<file path="src/rtl/spike_event_queue_pkg.sv">
// Shared definitions for the spike event queue: one-hot step FSM encodings
// and the FIFO depth derived from its log2 parameter.
package spike_event_queue_pkg;

  // One-hot timestep phases
  typedef enum logic [3:0] {
    ST_IDLE    = 4'b0001,
    ST_COLLECT = 4'b0010,
    ST_DRAIN   = 4'b0100,
    ST_DONE    = 4'b1000
  } state_t;

  // FIFO depth from its log2
  function automatic int fifo_depth(input int depthbits);
    return 1 << depthbits;
  endfunction

endpackage

</file>
<file path="src/rtl/sync_fifo_core.sv">
// Circular FIFO storage with separate occupancy counter (no pointer extra bit).
// Head is combinational from mem[rd_ptr]; pops on an empty queue are ignored.
// A push while full is accepted only when a valid pop happens in the same cycle.
module sync_fifo_core
  import spike_event_queue_pkg::*;
#(
  parameter int width     = 1,
  parameter int depthbits = 1
) (
  input  logic                 clk,
  input  logic                 asyn_reset,
  input  logic                 push,
  input  logic [width-1:0]     push_data,
  input  logic                 pop,
  output logic                 push_accepted,
  output logic [width-1:0]     head,
  output logic [depthbits:0]   count,
  output logic                 full,
  output logic                 empty
);

  localparam int depth = fifo_depth(depthbits);
  localparam logic [depthbits:0] depth_cnt = (depthbits + 1)'(depth);

  logic [width-1:0]     mem [depth];
  logic [depthbits-1:0] rd_ptr;
  logic [depthbits-1:0] wr_ptr;
  logic                 do_pop;

  assign empty         = (count == '0);
  assign full          = (count == depth_cnt);
  assign do_pop        = pop && !empty;
  // Popping frees a slot in the same edge, so a full queue can still take a push
  assign push_accepted = push && (!full || do_pop);
  assign head          = mem[rd_ptr];

  // Storage write; contents are don't-care after reset
  always_ff @(posedge clk) begin
    if (push_accepted) begin
      mem[wr_ptr] <= push_data;
    end
  end

  // Pointers wrap naturally; count tracks occupancy so full/empty are unambiguous
  always_ff @(posedge clk or posedge asyn_reset) begin
    if (asyn_reset) begin
      rd_ptr <= '0;
      wr_ptr <= '0;
      count  <= '0;
    end else begin
      if (push_accepted) begin
        wr_ptr <= wr_ptr + 1'b1;
      end
      if (do_pop) begin
        rd_ptr <= rd_ptr + 1'b1;
      end
      case ({push_accepted, do_pop})
        2'b10:   count <= count + 1'b1;
        2'b01:   count <= count - 1'b1;
        default: count <= count;
      endcase
    end
  end

endmodule

</file>
<file path="src/rtl/spike_event_queue.sv">
// Spike event queue: dedups spike tags per timestep and buffers them for the SPU.
// Push-to-visible latency 1 edge; head is combinational from the FIFO.
// No backpressure: duplicates, protocol violations and full-queue spikes are dropped and flagged.
module spike_event_queue
  import spike_event_queue_pkg::*;
#(
  parameter int numneurons = 2,
  parameter int tagbits    = 1,
  parameter int depthbits  = 1
) (
  input  logic                 clk,
  input  logic                 asyn_reset,
  input  logic                 step_start,
  input  logic                 collect_done,
  input  logic                 spike_valid,
  input  logic [tagbits-1:0]   spike_tag,
  input  logic                 req_deq,
  input  logic                 spu_busy,
  output logic                 fifo_empty,
  output logic [tagbits-1:0]   src_tag_out,
  output logic [depthbits:0]   count,
  output logic                 full,
  output logic                 dup_drop,
  output logic                 overflow,
  output logic                 proto_err,
  output logic                 step_done,
  output logic [3:0]           state
);

  localparam logic [tagbits:0] num_lim = (tagbits + 1)'(numneurons);

  state_t cur_state;
  state_t nxt_state;

  // Sized to the full tag space so any tag indexes it; bits >= numneurons stay 0
  logic [(2**tagbits)-1:0] seen;

  logic in_collect;
  logic tag_ok;
  logic is_seen;
  logic push_req;
  logic push_accepted;
  logic dup_hit;
  logic proto_hit;
  logic overflow_hit;
  logic clear_seen;

  assign state      = cur_state;
  assign in_collect = (cur_state == ST_COLLECT);
  assign tag_ok     = ({1'b0, spike_tag} < num_lim);
  assign is_seen    = seen[spike_tag];
  assign clear_seen = (cur_state == ST_IDLE) && step_start;

  assign push_req     = spike_valid && in_collect && tag_ok && !is_seen;
  assign dup_hit      = spike_valid && in_collect && tag_ok && is_seen;
  assign overflow_hit = push_req && !push_accepted;
  assign proto_hit    = (spike_valid && (!in_collect || !tag_ok)) ||
                        (step_start && (cur_state != ST_IDLE));

  sync_fifo_core #(
    .width     (tagbits),
    .depthbits (depthbits)
  ) u_fifo (
    .clk           (clk),
    .asyn_reset    (asyn_reset),
    .push          (push_req),
    .push_data     (spike_tag),
    .pop           (req_deq),
    .push_accepted (push_accepted),
    .head          (src_tag_out),
    .count         (count),
    .full          (full),
    .empty         (fifo_empty)
  );

  // Step phase register
  always_ff @(posedge clk or posedge asyn_reset) begin
    if (asyn_reset) begin
      cur_state <= ST_IDLE;
    end else begin
      cur_state <= nxt_state;
    end
  end

  // Step phase transitions; DRAIN waits for both the queue and the SPU to go quiet
  always_comb begin
    nxt_state = cur_state;
    case (cur_state)
      ST_IDLE:    if (step_start) nxt_state = ST_COLLECT;
      ST_COLLECT: if (collect_done) nxt_state = ST_DRAIN;
      ST_DRAIN:   if (fifo_empty && !spu_busy) nxt_state = ST_DONE;
      ST_DONE:    nxt_state = ST_IDLE;
      default:    nxt_state = ST_IDLE;
    endcase
  end

  // Per-step dedup bitmap: cleared when a step opens, set on each accepted tag
  always_ff @(posedge clk or posedge asyn_reset) begin
    if (asyn_reset) begin
      seen <= '0;
    end else if (clear_seen) begin
      seen <= '0;
    end else if (push_accepted) begin
      seen[spike_tag] <= 1'b1;
    end
  end

  // Pulse and sticky status flags; step_done is high exactly while in DONE
  always_ff @(posedge clk or posedge asyn_reset) begin
    if (asyn_reset) begin
      dup_drop  <= 1'b0;
      overflow  <= 1'b0;
      proto_err <= 1'b0;
      step_done <= 1'b0;
    end else begin
      dup_drop  <= dup_hit;
      step_done <= (nxt_state == ST_DONE);
      if (overflow_hit) begin
        overflow <= 1'b1;
      end
      if (proto_hit) begin
        proto_err <= 1'b1;
      end
    end
  end

endmodule

</file>
<file path="config.mk">
export PLATFORM = sky130hd
export DESIGN_NAME = spike_event_queue
export DESIGN_NICKNAME = d
export VERILOG_FILES = /design/src/rtl/spike_event_queue_pkg.sv /design/src/rtl/sync_fifo_core.sv /design/src/rtl/spike_event_queue.sv
export SDC_FILE = /design/constraint.sdc
export NUM_CORES = 1
export LEC_CHECK = 0
export BUFFER_PORTS_ARGS = -buffer_cell sky130_fd_sc_hd__buf_4
export CORE_UTILIZATION = 53
export DETAILED_ROUTE_END_ITERATION = 10
export HOLD_SLACK_MARGIN = 0.12
export PLACE_DENSITY = 0.81
export REMOVE_ABC_BUFFERS = 1
export SYNTH_ARGS = -nofsm -noshare
export SYNTH_HDL_FRONTEND = slang
export SYNTH_HIERARCHICAL = 1
export SYNTH_SLANG_ARGS = --single-unit
export TNS_END_PERCENT = 1
</file>
<file path="constraint.sdc">
create_clock -name clk -period 3.2 [get_ports clk]
set_input_delay 0.16 -clock clk [delete_from_list [all_inputs] [get_ports clk]]
set_output_delay 0.16 -clock clk [all_outputs]
set_load 0.01 [all_outputs]
</file>
After elaboration in Yosys (flattened, before gate mapping)
Memory sizes are Yosys's and may differ from the RTL's.
Cells that the tools add are included.
{"block": "totals", "output_inout_bits": 13, "inputBits": 8, "elab_cells": 60, "ramBits": 2, "reg_bits": 14, "n_memories": 1}
{"name": "u_fifo.mem", "words": 2, "word_bits": 1, "rd": 1, "rd_clocked_by_memory_dff": 0, "write_ports": 1, "line_no": "sync_fifo_core.sv:25", "rtl": "logic [width-1:0] mem [depth];"}
{"block": "classes", "muxes": 13, "magnitude_cmp": 2, "n_reduce_logical": 22, "n_addsub": 4, "eq_ne": 8, "n_bitwise": 1}
{"op": "4-bit two-way mux", "count": 3}
{"op": "4-bit one-hot mux with 3 select lines", "count": 1}
{"op": "1-bit logical AND", "count": 11}
{"op": "1-bit zero test", "count": 6}
{"op": "1-bit two-way mux", "count": 5}
{"op": "2-bit == test, second input constant", "count": 2}
{"op": "4-bit by 1-bit == test with 1-bit output, second input constant", "count": 1}
{"op": "4-bit by 2-bit == test with 1-bit output, second input constant", "count": 1}
{"op": "4-bit by 3-bit == test with 1-bit output, second input constant", "count": 1}
{"op": "4-bit == test, second input constant", "count": 1}
{"op": "2-bit two-way mux", "count": 2}
{"op": "4-bit by 1-bit inequality test with 1-bit output, second input constant", "count": 1}
{"op": "2-bit one-hot mux with 2 select lines", "count": 1}
{"op": "2-bit nonzero test", "count": 2}
{"op": "1-bit adder, second input constant", "count": 2}
{"op": "2-bit by 1-bit adder with 2-bit output, second input constant", "count": 1}
{"op": "2-bit by 1-bit == test with 1-bit output, second input constant", "count": 1}
{"op": "2-bit zero test", "count": 1}
{"op": "1-bit logical OR", "count": 2}
{"op": "1-bit by 2-bit < comparator with 1-bit output, second input constant", "count": 1}
{"op": "2-bit OR", "count": 1}
{"op": "2-bit by 1-bit subtractor with 2-bit output, second input constant", "count": 1}
{"op": "1-bit demux with 1-bit select", "count": 1}
{"op": "1-bit >= comparator, second input constant", "count": 1}

Depth between registers and ports, before layout
Gate-level depths: netlist of the first run.
{"block": "depth", "depth_word": 7, "mapped_depth": 8, "depth_no_buf": 7}

By module
The synthesis of the first run kept the hierarchy.
{"mod": "spike_event_queue", "cells_per_inst": 44, "instances": 1, "seq_area_each_um2": 251.5, "area_per_inst_um2": 466.7}
{"mod": "sync_fifo_core", "cells_per_inst": 24, "instances": 1, "seq_area_each_um2": 160.2, "area_per_inst_um2": 296.5}

Least setup slack after synthesis of the first run
No wires, ideal clock.
{"block": "synth_timing", "kind": "reg2reg", "startpoint": "reg cur_state[3], in the netlist state[3]", "endpoint": "reg u_fifo.count[1]", "path_buffers": 0, "path_stages_with_launch": 7, "setup_time_ns": 0.079, "arrival_time_ns": 1.727, "path_slack_ns": 1.394, "synth_period_minus_slack_ns": 1.806, "required_ns": 3.121, "cell_sequence": "dfrtp_1 -> nor4b_1 -> and3_1 -> o21ai_4 -> ha_1 -> nor2_1 -> xor2_1"}
{"block": "synth_between", "elab_chain_len": 6, "elab_cells_between_ends": 8, "classes_between": "eq/ne: 3; mux: 1; reduce/logical: 4"}
{"element": "start, declared", "line_no": "spike_event_queue.sv:32", "rtl": "state_t cur_state;"}
{"element": "start signal, assigned", "line_no": "spike_event_queue.sv:81", "rtl": "cur_state <= nxt_state;"}
{"element": "4-bit by 2-bit == test with 1-bit output (*)", "line_no": "spike_event_queue.sv:49", "rtl": "assign in_collect = (cur_state == ST_COLLECT);"}
{"element": "1-bit logical AND (*) (2 in a row)", "line_no": "spike_event_queue.sv:54", "rtl": "assign push_req = spike_valid && in_collect && tag_ok && !is_seen;"}
{"element": "net push_req", "line_no": "spike_event_queue.sv:41", "rtl": "logic push_req;"}
{"element": "1-bit logical AND (*)", "line_no": "sync_fifo_core.sv:34", "rtl": "assign push_accepted = push && (!full || do_pop);"}
{"element": "2-bit by 1-bit == test with 1-bit output / 2-bit == test (equally long branches)", "line_no": "sync_fifo_core.sv:57", "rtl": "case ({push_accepted, do_pop})"}
{"element": "2-bit one-hot mux with 2 select lines / 2-bit nonzero test (equally long branches)"}
{"element": "end signal, assigned", "line_no": "sync_fifo_core.sv:58", "rtl": "2'b10: count <= count + 1'b1;"}
{"element": "end signal, assigned", "line_no": "sync_fifo_core.sv:59", "rtl": "2'b01: count <= count - 1'b1;"}
{"element": "end signal, assigned", "line_no": "sync_fifo_core.sv:60", "rtl": "default: count <= count;"}
{"element": "end, declared", "line_no": "sync_fifo_core.sv:17", "rtl": "output logic [depthbits:0] count,"}
Mark *: on every way through the listed nets, which the timed path passes. The rest lies on a longest branch.
A chain may end at the register's enable or synchronous reset.

Worst setup path after layout of the first run
Same ends and word-level chain as after synthesis.

==> out/metrics.yaml, run 1 <==
synthesis:
  avgSynthCellArea_um2: 11.2
  synth_warnings: 6
  synth_top_family_by_area: "simple AND/OR/NAND/NOR gates"
  yosys_most_used_dff: "dfrtp_1"
  synth_compound_gate_area_share_pct: 11.5
  synth_edf_count: 2
  synthCells: 68
  synth-xor-area-share_pct: 5.74
  synth_area_um2: 763
  async_flop_share_pct: 87.5
  ys_ff_latch: 16
  synth.distinct_cells: 29
  synth_fa_ha_area_share_pct: 1.64
  synth.area.mux_share_pct: 2.79
  ys_seq_area_share_pct: 53.9
  synth-simple-area-share_pct: 19.0
power:
  max-vdd-ir-drop_mv: 0.493
  power_density_nw_per_um2: 801
  leakagePower_nw: 0.474
cells_and_area:
  final_cells: 111
  final_common_cell: "buf_4"
  drive_gt1_share_pct: 31.3
  area_delta_synth_final_pct: 30.7
  nNetsFinal: 106
  num_antenna_cells: 0
  fill_cells: 92
  final_cell_mix: "20 x buf_4, 13 x dfrtp_1, 8 x inv_1"
job:
  drv_cap: 0
grt:
  grt_max_degree: 11
  overflow: 0
  grt_antenna_before_repair: 0
  grt_pass1_wl_mm: 2.19
  grt_usage_pct: 22.1
  first_global_vias: 526
critical_path:
  crit_path_end_kind: "flip-flop"
  rr_endpoint: "u_fifo/count[1]"
  worstSetupPathType: "flip-flop to flip-flop"
  critPathMaxFanout: 8
  required_ps: 3410
  timing.rr.start: "state[3]"
  r2r_cells: 6
  arrival_ps: 2180
  reg2reg_slack_ps: 1230
  startpoint_type: "flip-flop"
sta:
  fin_worst_skew_ps: 3.74
  setup-violations-final: 0
  setup-tns-final_ps: 0
  period_share_pct: 61.4
  fmaxAchievable_mhz: 509
  drv_slew: 0
  finalHoldViolCount: 0
  finalCriticalPeriod_ps: 1970
  rsz0062_at_grt: "false"
  worst_pin_slew_ps: 632
  max_slew_margin_pct: 57.3
routing:
  wl_per_cell_um: 12.8
  drt_iter0_drc: 9
  drt-total-wl_mm: 1.42
  drc_errors: 0
  first_pass_iters: 4
  dr_total_vias: 576
  ant_nets: 0
  vias_per_cell: 5.19
clock_network:
  h-tree-depth: 1
  cts_root_buf: "clkbuf_4"
  cts.sinks: 16
  post-cts-setup-buffers: 0
  clkLatencyLatePin_ps: 290
  cts_hold_buf: 4
  cts_tree: "built"
  path_clk_slew_ps: 90
  clock_path_buffers: 2
  post_cts_resized: 0
  cts_buffers: 3
floorplanning:
  dieArea_um2: 1600
  die_h_um: 40.0
  rows: 13
  coreArea_um2: 1320
  ios: 21
  die_width_um: 40.0
  start_util_pct: 57.9
place:
  dpl.hpwl_um: 996
  dp.cells: 102
  io_buffers: 20
  gp_congestion: 0.770
hold_path:
  hp-start: "spu_busy"
  hold_path_class: "primary input to flip-flop"
  holdPathStages: 3
  whs_endpoint: "state[3]"
outcome:
  status: "complete, no violations"
[how the worst max path moves through the flow]
| stage | start | slack, ps | end | depth (start not counted) |
|---|---|---|---|---|
| 2_1_floorplan | state[3] | 1390 | u_fifo/count[1] | 6 |
| 3_3_place_gp | state[3] | 1340 | u_fifo/count[1] | 6 |
| 3_5_place_dp | state[3] | 1290 | u_fifo/count[1] | 6 |
| 4_1_cts | state[3] | 1260 | u_fifo/count[1] | 6 |
| 5_1_grt | state[3] | 1090 | u_fifo/count[1] | 7 |
| 6_report | state[3] | 1230 | u_fifo/count[1] | 6 |
[through the flow]
stage	utilization [%]	setup slack, ps	cell area [µm²]	hold slack, ps	total power [W]
after global routing	75.7	1090	997	160	0.000851
final	75.7	1230	997	158	0.000798
after CTS	74.9	1260	987	121	0.000801
after floorplan	-	1390	752	-73.9	0.000553
after global placement	69.9	1340	921	61.0	0.000678
after detailed placement	69.9	1290	921	71.8	0.000686
[worst max-delay path: stages (launching register included)]
cell,delay (ps)
dfrtp_1,470
nor4b_1,400
and3_1,290
o21ai_4,90
ha_1,330
nor2_1,150
xor2_1,170
[cell type report]
cell class / count / area (µm²) / area share [%]
Sequential cell: 16 / 412 / 41.3
Multi-Input combinational cell: 43 / 310 / 31.1
Timing Repair Buffer: 25 / 200 / 20.1
Inverter: 8 / 30.0 / 3.01
Clock buffer: 3 / 22.5 / 2.26
Tap cell: 15 / 18.8 / 1.88
Clock inverter: 1 / 3.75 / 0.376
[per-layer routing]
layer	up-vias	GRT usage, %	share of wire, %
li1	286	-	-
met1	269	25.4	43
met2	17	35.9	50
met3	4	6.67	4.6
met4	0	12.9	1.9
met5	-	0	0
[power by group]
group	switching (W)	leakage (nW)	internal [W]	total, W
Sequential	0.0000809	0.190	0.000274	0.000355
Clock	0.0000625	0.0154	0.0000453	0.000108
Combinational	0.000151	0.269	0.000185	0.000336
Total	0.000294	0.474	0.000504	0.000798
[cells by family (layout without fill, tap and decap cells)]
family / Yosys count / count (layout)
AOI/OAI and AO/OA: 12 / 12
muxes: 2 / 2
DFF: 16 / 16
buffers and inverters: 9 / 37
xor gates and xnor gates: 5 / 5
and+or+nand+nor: 23 / 23
adders and majority gates: 1 / 1
[Yosys cell counts (all sizes together), types with 2 or more instances]
cell     n  area share, %
dfrtp   13             43
nand2    4            2.0
nor4b    4            4.6
nor2     6            3.0
inv      8            3.9
o21ai    3            3.4
a21oi    5            3.8
xor2     2            2.3
edfxtp   2            7.9
nand2b   2            2.6
xnor2    3            3.4
nor2b    4            3.6
[sequential cells by signal, indices dropped and copies added (netlist names)]
name,flops
dup_drop,1
u_fifo/count,2
step_done,1
state,4
overflow,1
u_fifo/rd_ptr,1
u_fifo/wr_ptr,1
u_fifo/mem,2
seen,2
proto_err,1
(Power assumes the default switching activity.)
==> run 2: changes to the inputs <==
--- a/config.mk
+++ b/config.mk
@@ -5,11 +5,12 @@
 export SDC_FILE = /design/constraint.sdc
 export NUM_CORES = 1
 export LEC_CHECK = 0
+export ABC_AREA = 1
 export BUFFER_PORTS_ARGS = -buffer_cell sky130_fd_sc_hd__buf_4
-export CORE_UTILIZATION = 53
+export CORE_UTILIZATION = 45
 export DETAILED_ROUTE_END_ITERATION = 10
 export HOLD_SLACK_MARGIN = 0.12
-export PLACE_DENSITY = 0.81
+export PLACE_DENSITY = 0.73
 export REMOVE_ABC_BUFFERS = 1
 export SYNTH_ARGS = -nofsm -noshare
 export SYNTH_HDL_FRONTEND = slang
==> constraint.sdc (replaced) <==
create_clock -name clk -period 1.7 [get_ports clk]
set_input_delay 0.085 -clock clk [delete_from_list [all_inputs] [get_ports clk]]
set_output_delay 0.085 -clock clk [all_outputs]
set_load 0.01 [all_outputs]
==> out/metrics.yaml, run 2 <==
cells_and_area:
  largest_register_ffs: 4  # unchanged
  final_common_cell: "buf_4"
  area_delta_synth_final_pct: 40.3
  num_antenna_cells: 0  # unchanged
  drive_gt1_share_pct: 33.3  # +2.1 points
  final_cell_mix: "24 x buf_4, 22 x inv_1, 22 x nand2_1"
  nNetsFinal: 139  # +31%
  final_util_pct: 70.4  # -5.3 points
clock_network:
  cts_root_buf: "clkbuf_4"
  h-tree-depth: 1  # unchanged
  path_clk_slew_ps: 90  # about the same
  cts.sinks: 16  # unchanged
  clkLatencyLatePin_ps: 290  # about the same
  cts_buffers: 3  # unchanged
  cts_tree: "built"
  clock_path_buffers: 2  # unchanged
power:
  leakagePower_nw: 0.596  # +26%
  p_sw_w: 0.000540  # +84%
  p_sw_share_pct: 38.6  # +1.7 points
  max-vdd-ir-drop_mv: 0.853  # +73%
  sequentialPowerShare_pct: 40.9  # -3.5 points
  p_clk_share_pct: 14.6  # +1.1 points
  power_density_nw_per_um2: 1280  # +59%
  p_comb_share_pct: 44.5  # +2.4 points
  p_int_w: 0.000860  # +71%
floorplanning:
  ios: 21  # unchanged
  dieArea_um2: 1910  # +20%
  die_h_um: 43.7  # +9.3%
  rows: 14  # +1
  coreArea_um2: 1560  # +18%
  die_width_um: 43.7  # +9.3%
  start_util_pct: 50.2  # -7.8 points
job:
  drv_cap: 0  # unchanged
synthesis:
  yosys_most_used_dff: "dfrtp_1"
  synth_edf_count: 2  # unchanged
  async_flop_share_pct: 87.5  # unchanged
  synth.distinct_cells: 21  # -28%
  synth_top_cell_area_share_pct: 41.6  # -1.0 points
  ys_seq_area_share_pct: 52.6  # -1.3 points
  ys_ff_latch: 16  # unchanged
  yosysTopAreaCell: "dfrtp_1"
  avgSynthCellArea_um2: 8.32  # -26%
  synth_common_cells: "22 x inv_1, 22 x nand2_1, 13 x dfrtp_1"
  synthCells: 94  # +38%
  synth_warnings: 6  # unchanged
  synth_area_um2: 782  # +2.5%
  yosys-top-cells-area: "dfrtp_1 42%, inv_1 11%, nand2_1 11%, edfxtp_1 7.7%, dfstp_2 3.4%"
critical_path:
  slowest_delay_ps: 560  # +90 ps
  crit_chain: "inv_2 > nand2_2 > nor2_4 > buf_4 > inv_2 > nand2_1 > nand2_1 > dlygate4sd3_1"
  rr_endpoint: "proto_err"
  startpoint_type: "flip-flop"
  reg2reg_slack_ps: 90  # -1150 ps
  timing.rr.start: "state[0]"
  required_ps: 1920  # -1490 ps
  worstSetupPathType: "flip-flop to flip-flop"
  cpMaxStageDelayCell: "dfstp_2"
  critPathMaxFanout: 4  # -4
  arrival_ps: 1840  # -340 ps
  crit_path_end_kind: "flip-flop"
  r2r_cells: 8  # +2
sta:
  finalCriticalPeriod_ps: 1610  # -351 ps
  setup-violations-final: 0  # unchanged
  rsz0062_at_grt: "false"
  fmaxAchievable_mhz: 619  # +22%
  setup-tns-final_ps: 0  # unchanged
  max_slew_margin_pct: 75.2  # +18 points
  finalHoldViolCount: 0  # unchanged
  whs_ps: 174  # +15.5 ps
  fin_worst_skew_ps: 6.80  # +3.06 ps
  drv_slew: 0  # unchanged
  fin_ws_ps: 85.6  # -1150 ps
  worst_pin_slew_ps: 372  # -260 ps
  period_share_pct: 95.0  # +34 points
routing:
  drt_iter0_drc: 8  # -1
  wl_per_cell_um: 10.4  # -19%
  drt-total-wl_mm: 1.51  # +6.1%
  ant_nets: 0  # unchanged
  dr_total_vias: 674  # +17%
  first_pass_iters: 7  # +3
  vias_per_cell: 4.65  # -10%
  drc_errors: 3  # +3
grt:
  first_global_vias: 652  # +24%
  grt_usage_pct: 19.2  # -2.9 points
  grt_max_degree: 11  # unchanged
  grt_pass1_wl_mm: 2.57  # +17%
  grt_antenna_before_repair: 0  # unchanged
  overflow: 0  # unchanged
hold_path:
  hold_path_class: "primary input to flip-flop"
  holdPathStages: 4  # +1
  whs_endpoint: "u_fifo/rd_ptr"
  hp-start: "req_deq"
outcome:
  status: "finished, violations left"
  violations: "DRC"
place:
  gp_congestion: 0.715  # -7.1%
  place_ws_ps: 29.0  # -1270 ps
  dpl.hpwl_mm: 1.13  # +13%
  io_buffers: 20  # unchanged
## run 2: cell count changes in the layout (fill, tap and decap cells not counted), sizes merged, moves of 3 or more
cell	delta
a21oi	-3
buf	+4
inv	+17
nand2	+21
nand3	+4
nand4	+4
nor2	+3
nor2b	-4
nor4b	-4
## run 2: routing by layer
metal  vias to the layer above  wire, µm  track usage, %
li1                        356         -               -
met1                       300       683            22.4
met4                         0        27            9.38
met2                        14       717            31.3
met5                         -         0               0
met3                         4        77            6.67
## run 2: area by class of cell
class                   count  area, µm²
repair buffers             31        250
multi-input cells          53        295
fillers                   134        462
clock buffers               4       26.3
well taps                  16       20.0
inverters                  25       93.8
flip-flops and latches     16        412
## run 2: cell families (layout without fill, tap and decap cells)
group / count (synthesis) / count (layout) / synth area share (%)
simple gates: 44 / 44 / 27.2
flops: 16 / 16 / 52.6
xor+xnor: 1 / 1 / 1.12
fa+ha+maj: 1 / 1 / 1.60
buf+inv: 25 / 60 / 12.0
compound gates: 7 / 7 / 5.44
## run 2: worst max path at each step
stage / cells after the start / endpoint / startpoint
finish: 8 / proto_err / state[0]
global route: 8 / proto_err / state[0]
CTS: 11 / u_fifo/count[1] / state[3]
detailed placement: 11 / u_fifo/count[1] / state[3]
global placement: 11 / u_fifo/count[1] / state[3]
floorplan: 11 / u_fifo/count[1] / state[3]
## run 2: critical path: cells and delay by family, from the launching register on
family / cells / cell delay (ps)
and+or+nand+nor: 4 / 210
DFF: 1 / 560
buffers and inverters: 4 / 770
## run 2: timing repair
action | CTS | global route
hold buffers | 7 | 0
gates resized for setup | 0 | 3
endpoints found under the setup margin | 1 | 3
pin swaps | 1 | 2
buffers inserted | 1 | 2
endpoints found under the hold margin | 24 | 0
## run 2: stage by stage
stage	instances	total power, W	instance area [µm²]
4_1_cts	143	0.00139	1060
6_report	145	0.00140	1100
3_5_place_dp	131	0.00116	960
2_1_floorplan	94	0.000941	782
5_1_grt	145	0.00152	1100
3_3_place_gp	131	0.00114	960
## run 2: power by group through the flow
| stage | Clock [W] | Combinational [W] | Sequential [W] |
|---|---|---|---|
| after floorplan | 0 | 0.000347 | 0.000594 |
| after global placement | 0 | 0.000567 | 0.000577 |
| after detailed placement | 0 | 0.000580 | 0.000582 |
| after CTS | 0.000214 | 0.000602 | 0.000574 |
| after global routing | 0.000236 | 0.000703 | 0.000585 |
| final | 0.000204 | 0.000623 | 0.000573 |
